===== src/rtl/mm_seq_pkg.sv =====
// Shared types and default sizes for the matrix-job sequencer.
package mm_seq_pkg;

    typedef enum logic [2:0] {
        IDLE,
        LOAD,
        COMPUTE,
        STORE,
        DONE
    } mm_state_e;

    localparam int X_WORDS_DEF   = 32;
    localparam int RES_WORDS_DEF = 32;
    localparam int ADDR_W_DEF    = 8;
    localparam int WDOG_CYC_DEF  = 1023;

endpackage


===== src/rtl/mm_seq_rd_arb.sv =====
// Host read grant and SRAM address mux: host reads win only while the sequencer is idle.
module mm_seq_rd_arb
    import mm_seq_pkg::*;
#(
    parameter int ADDR_W = ADDR_W_DEF
) (
    input  logic              read_n,
    input  logic [ADDR_W-1:0] r_addr,
    input  logic              rd_window,
    input  logic              store_act,
    input  logic [ADDR_W-1:0] store_addr,
    output logic              ry,
    output logic [ADDR_W-1:0] mem_addr
);

    always_comb begin
        ry       = ~read_n & rd_window;
        mem_addr = '0;
        if (ry) begin
            mem_addr = r_addr;
        end else if (store_act) begin
            mem_addr = store_addr;
        end
    end

endmodule


===== src/rtl/mm_sequencer.sv =====
// Matrix job sequencer: X load, ALU run, result store, then host read arbitration.
// Optional compute watchdog enabled by defining MM_SEQ_WDOG_EN.
//
// state   | meaning
// IDLE    | after reset, waiting for start_in; host reads allowed
// LOAD    | capturing X_WORDS bytes from the pad
// COMPUTE | ALU running until alu_done (or watchdog expiry)
// STORE   | writing RES_WORDS results to SRAM, addresses 0..RES_WORDS-1
// DONE    | job finished, finish held; host reads allowed, start_in restarts
module mm_sequencer
    import mm_seq_pkg::*;
#(
    parameter int X_WORDS   = X_WORDS_DEF,
    parameter int RES_WORDS = RES_WORDS_DEF,
    parameter int ADDR_W    = ADDR_W_DEF,
    parameter int WDOG_CYC  = WDOG_CYC_DEF
) (
    input  logic              clk,
    input  logic              rst,
    input  logic              start_in,
    input  logic              valid_input,
    input  logic              read_n,
    input  logic [ADDR_W-1:0] r_addr,
    input  logic              alu_done,
    output logic              input_load_en,
    output logic              xload_done,
    output logic              alu_en,
    output logic              web,
    output logic [ADDR_W-1:0] mem_addr,
    output logic              ry,
    output logic              busy,
    output logic              finish,
    output logic              err
);

    localparam int XC_W = (X_WORDS > 1) ? $clog2(X_WORDS) : 1;
    localparam logic [XC_W-1:0]   X_LAST   = XC_W'(X_WORDS - 1);
    localparam logic [ADDR_W-1:0] RES_LAST = ADDR_W'(RES_WORDS - 1);

    mm_state_e         state, state_nx;
    logic [XC_W-1:0]   x_cnt, x_cnt_nx;
    logic [ADDR_W-1:0] st_cnt, st_cnt_nx;
    logic              finish_nx, err_nx, xload_nx;

`ifdef MM_SEQ_WDOG_EN
    localparam int WD_W = $clog2(WDOG_CYC + 1);
    localparam logic [WD_W-1:0] WD_LOAD = WD_W'(WDOG_CYC - 1);
    logic [WD_W-1:0] wdog_cnt, wdog_nx;
`else
    logic unused_wdog;
    assign unused_wdog = ^WDOG_CYC;
`endif

    always_ff @(posedge clk or negedge rst) begin
        if (!rst) begin
            state      <= IDLE;
            x_cnt      <= '0;
            st_cnt     <= '0;
            finish     <= 1'b0;
            err        <= 1'b0;
            xload_done <= 1'b0;
`ifdef MM_SEQ_WDOG_EN
            wdog_cnt   <= '0;
`endif
        end else begin
            state      <= state_nx;
            x_cnt      <= x_cnt_nx;
            st_cnt     <= st_cnt_nx;
            finish     <= finish_nx;
            err        <= err_nx;
            xload_done <= xload_nx;
`ifdef MM_SEQ_WDOG_EN
            wdog_cnt   <= wdog_nx;
`endif
        end
    end

    always_comb begin
        state_nx  = state;
        x_cnt_nx  = x_cnt;
        st_cnt_nx = st_cnt;
        finish_nx = finish;
        err_nx    = err;
        xload_nx  = 1'b0;
`ifdef MM_SEQ_WDOG_EN
        wdog_nx   = wdog_cnt;
`endif
        case (state)
            IDLE, DONE: begin
                if (start_in) begin
                    state_nx  = LOAD;
                    finish_nx = 1'b0;
                    x_cnt_nx  = '0;
                end
            end
            LOAD: begin
                if (valid_input) begin
                    if (x_cnt == X_LAST) begin
                        state_nx = COMPUTE;
                        xload_nx = 1'b1;
`ifdef MM_SEQ_WDOG_EN
                        wdog_nx  = WD_LOAD;
`endif
                    end else begin
                        x_cnt_nx = x_cnt + 1'b1;
                    end
                end
            end
            COMPUTE: begin
                if (alu_done) begin
                    state_nx  = STORE;
                    st_cnt_nx = '0;
                end
`ifdef MM_SEQ_WDOG_EN
                // Terminal count reached on the WDOG_CYC-th compute cycle: abort, skip STORE.
                else if (wdog_cnt == '0) begin
                    state_nx  = DONE;
                    finish_nx = 1'b1;
                    err_nx    = 1'b1;
                end else begin
                    wdog_nx = wdog_cnt - 1'b1;
                end
`endif
            end
            STORE: begin
                if (st_cnt == RES_LAST) begin
                    state_nx  = DONE;
                    finish_nx = 1'b1;
                end else begin
                    st_cnt_nx = st_cnt + 1'b1;
                end
            end
            default: state_nx = IDLE;
        endcase
        if (start_in && busy) begin
            err_nx = 1'b1;
        end
    end

    assign busy          = (state == LOAD) || (state == COMPUTE) || (state == STORE);
    assign input_load_en = (state == LOAD);
    assign alu_en        = (state == COMPUTE);
    assign web           = (state != STORE);

    mm_seq_rd_arb #(
        .ADDR_W(ADDR_W)
    ) u_rd_arb (
        .read_n    (read_n),
        .r_addr    (r_addr),
        .rd_window ((state == IDLE) || (state == DONE)),
        .store_act (state == STORE),
        .store_addr(st_cnt),
        .ry        (ry),
        .mem_addr  (mem_addr)
    );

endmodule


===== config.mk =====
export PLATFORM = sky130hd
export DESIGN_NAME = mm_sequencer
export DESIGN_NICKNAME = d
export VERILOG_FILES = /design/src/rtl/mm_seq_pkg.sv /design/src/rtl/mm_seq_rd_arb.sv /design/src/rtl/mm_sequencer.sv
export SDC_FILE = /design/constraint.sdc
export NUM_CORES = 1
export LEC_CHECK = 0
export CAP_MARGIN = 20
export CORE_AREA = 4 4 65 49
export DETAILED_ROUTE_END_ITERATION = 8
export DIE_AREA = 0 0 69 53
export PLACE_DENSITY_LB_ADDON = 0.15
export SYNTH_ARGS = -nofsm -noshare
export SYNTH_HDL_FRONTEND = slang
export SYNTH_SLANG_ARGS = --single-unit

===== constraint.sdc =====
create_clock -name clk -period 1.8 [get_ports clk]
set_input_delay 0.36 -clock clk [delete_from_list [all_inputs] [get_ports clk]]
set_output_delay 0.36 -clock clk [all_outputs]
set_load 0.01 [all_outputs]

==> results.md <==
* Status: finished clean
* Share of the synthesized area in the top cell type at 45.6%
* Antenna diode count at 0
* IO buf count at 29
* Critical Path RT at 1.44 ns
* Routed WL at 3.25 mm
* Synth area leaders: dfrtp_1 (46%), a22o_1 (6.7%), o21ai_0 (5.8%)
* Avg Vias per Cell at 5.41
* Worst skew pair latency at 0.26 ns
* TritonCTS clock tree: done
* Top_reg_cell synth: dfrtp_1
* CTS max path bufs at 2
* Post-synthesis xor/xnor area fraction at 1.68%
* Critical path class: flip-flop to primary output
* CP Capture Type: primary output
* Die height at 53 um
* Distinct cells, synth at 36
* Vias in the first global route at 1068
* Crit path largest cell delay at 0.45 ns
* # fillers at 227
* Synth Register Bits at 19
* Multi-input combinational cell area at 609 um^2
* Mapped Area at 1040 um^2
* Worst min path class: input port to asynchronous set/reset pin
* Number of remaining DRC errors at 0
* Cell taking the most area after synthesis: dfrtp_1
* Startpoint types: flip-flop
* Via count at 1109
* Top cell by count, worst path: buf_2
* Slew @ Worst Pin at 0.311 ns
* Synth Area in Compound Gates at 26.1%
* Max Clk Rate at 574 MHz
* Final Util at 62.7%
* Sequential element share of the synthesized area at 45.6%
* First-pass GRT wire length at 5.16 mm
* Clock-pin transition on the worst setup and hold timing paths at 0.07 ns
* FF-to-FF path depth at 5
* Drt pass-1 iters at 4
* Register area at 477 um^2
* RSZ-0062 raised after global routing: yes
* Max-Slew Margin vs Limit at 79.2%
* Rows at 16
* Count leader, synth: dfrtp_1
* Syn nets at 124
* Critical-path cell list: nor3_2 -> buf_2 -> buf_6 -> a22o_1 -> buf_2
* Syn. warnings at 0
* CP Max Fanout at 3
* Wire length per cell at 15.8 um
* Largest family of logic cells by synthesized area: compound AO/OA/AOI/OAI gates
* Placed cell count at 192
* Commonest cells in the netlist: dfrtp_1 (19), nand2_1 (14), o21ai_0 (12)
* Mux contribution to synthesized area at 0%
* GRT Overall Usage at 18.3%
* Hold Buf Count CTS at 0
* Post-synth EDFFs at 0
* Clock root cell: clkbuf_8
* H-tree levels at 1
* Endpoints failing setup at 0
* Worst-case vdd ir drop at 511 uV
* Final hold violation count at 0
* Number of max-cap violations at 0
* I/O pin total at 30
* Flop-to-flop setup slack at 0.06 ns
* Layout cell share with drive strength beyond 1 at 32.5%
* Area delta synth->final at 58.8%
* Clk_skew at 0.00446 ns
* PwrDens at 960 nW/um^2
* Worst setup margin at 0.0582 ns
* Core box area at 2640 um^2
* Post-Synth Adder-Cell Area at 3.60%
* WP data arrival at 1.38 ns
* Die width at 69 um
* Cells after Synth at 107
* Initial Util at 39.5%
* Fin crit share at 96.8%
* Reg2reg end: st_cnt[3]
* Total power at 1.59 mW
* Dpl ws at -0.295 ns
* Antenna-violating nets left at 0
* Leakage at 0.777 nW
* Sink Count at 19
* Ys async rst share at 100%
* Minimum clock period at 1.74 ns
* NumNets Final at 187
* Synth Area in Simple Gates at 21.9%
* Detail Placement HPWL at 2.24 mm
* Largest net degree at the start of global routing at 20
* Final Max Tran Viols at 0
* Total grt overflow at 0
* Starting DRT DRC Count at 30
* TNS Setup at 0 ns
* Non-filler cells, final at 205
* CTS Buf Count at 3
* Initial antenna violation count at 0
* Worst R2R Start: st_cnt[1]
* GP Congestion at 0.831
* Average size of a mapped cell at 9.75 um^2
* Worst path slowest cell: dfrtp_2
* Die ar. at 3660 um^2
==> timing repair <==
action,in CTS,in global routing
pin swaps,3,3
cloned,1,1
endpoints found under the hold margin,0,0
resized for setup,42,14
setup buffers,5,2
setup endpoints to repair,18,13
==> how the worst max path moves through the flow <==
| stage | start | to | slack (ns) | depth (start not counted) |
|---|---|---|---|---|
| floorplan | st_cnt[0] | st_cnt[3] | 0.009 | 5 |
| finish | state[1] | mem_addr[3] | 0.06 | 5 |
| global placement | read_n | mem_addr[7] | -0.28 | 5 |
| CTS | state[1] | mem_addr[7] | 0.02 | 5 |
| detailed placement | read_n | mem_addr[3] | -0.30 | 5 |
| global route | state[0] | mem_addr[4] | -0.05 | 5 |
==> critical path: cells and delay by family (launching register included) <==
kind	cells	cell delay [ns]
flops	1	0.45
buf+inv	3	0.39
compound gates	1	0.10
simple gates	1	0.17
==> cells in the final DEF (no fill, tap or decap), types with 2 or more instances in the layout <==
cell type	n
ha_2	2
a21oi_1	4
xor2_1	2
buf_6	4
dlygate4sd2_1	4
buf_2	8
clkdlybuf4s50_1	15
nand3_1	4
buf_4	25
o21ai_0	12
clkbuf_8	3
a22o_1	8
nand2_1	14
nor2_1	8
dfrtp_1	18
and3_1	5
a31oi_1	2
o21bai_1	2
==> cells by family (layout without fill, tap and decap cells) <==
kind of cell	count (synthesis)	after routing
adders and majority gates	3	3
DFF	19	19
and+or+nand+nor	42	42
AOI/OAI and AO/OA	38	39
xor gates and xnor gates	2	2
buffers and inverters	3	64
==> final cells by class <==
class	count	area share (%)
well taps	36	2.72
clock buffers	4	2.72
multi-input cells	86	36.8
repair buffers	58	28.5
flip-flops and latches	19	28.8
inverters	2	0.453
==> registers in the layout, indices dropped and copies added, names as in the netlist <==
name,count
xload_done,1
state,3
st_cnt,8
err,1
finish,1
x_cnt,5
==> metrics by stage <==
| stage | cell area (um^2) | hold slack [ns] |
|---|---|---|
| floorplan | 1040 | 0.0644 |
| global placement | 1530 | 0.441 |
| detailed placement | 1530 | 0.451 |
| CTS | 1580 | 0.441 |
| global route | 1660 | 0.458 |
| finish | 1660 | 0.433 |
==> report_power, final <==
part / leakage (nW) / internal (mW) / switching [mW]
Clock: 0.0228 / 0.158 / 0.149
Combinational: 0.529 / 0.340 / 0.345
Sequential: 0.225 / 0.524 / 0.0747
==> metal layers <==
layer | up-vias | global-route usage (%) | share of wire (%) | wire, um
met5 | - | 0 | 0 | 0
met4 | 0 | 7.47 | 1.2 | 40
met3 | 5 | 5.69 | 6.7 | 218
met2 | 34 | 28.6 | 46 | 1490
met1 | 540 | 23.8 | 46 | 1500
li1 | 530 | - | - | -
No activity file was read; power rests on OpenSTA's default activity.
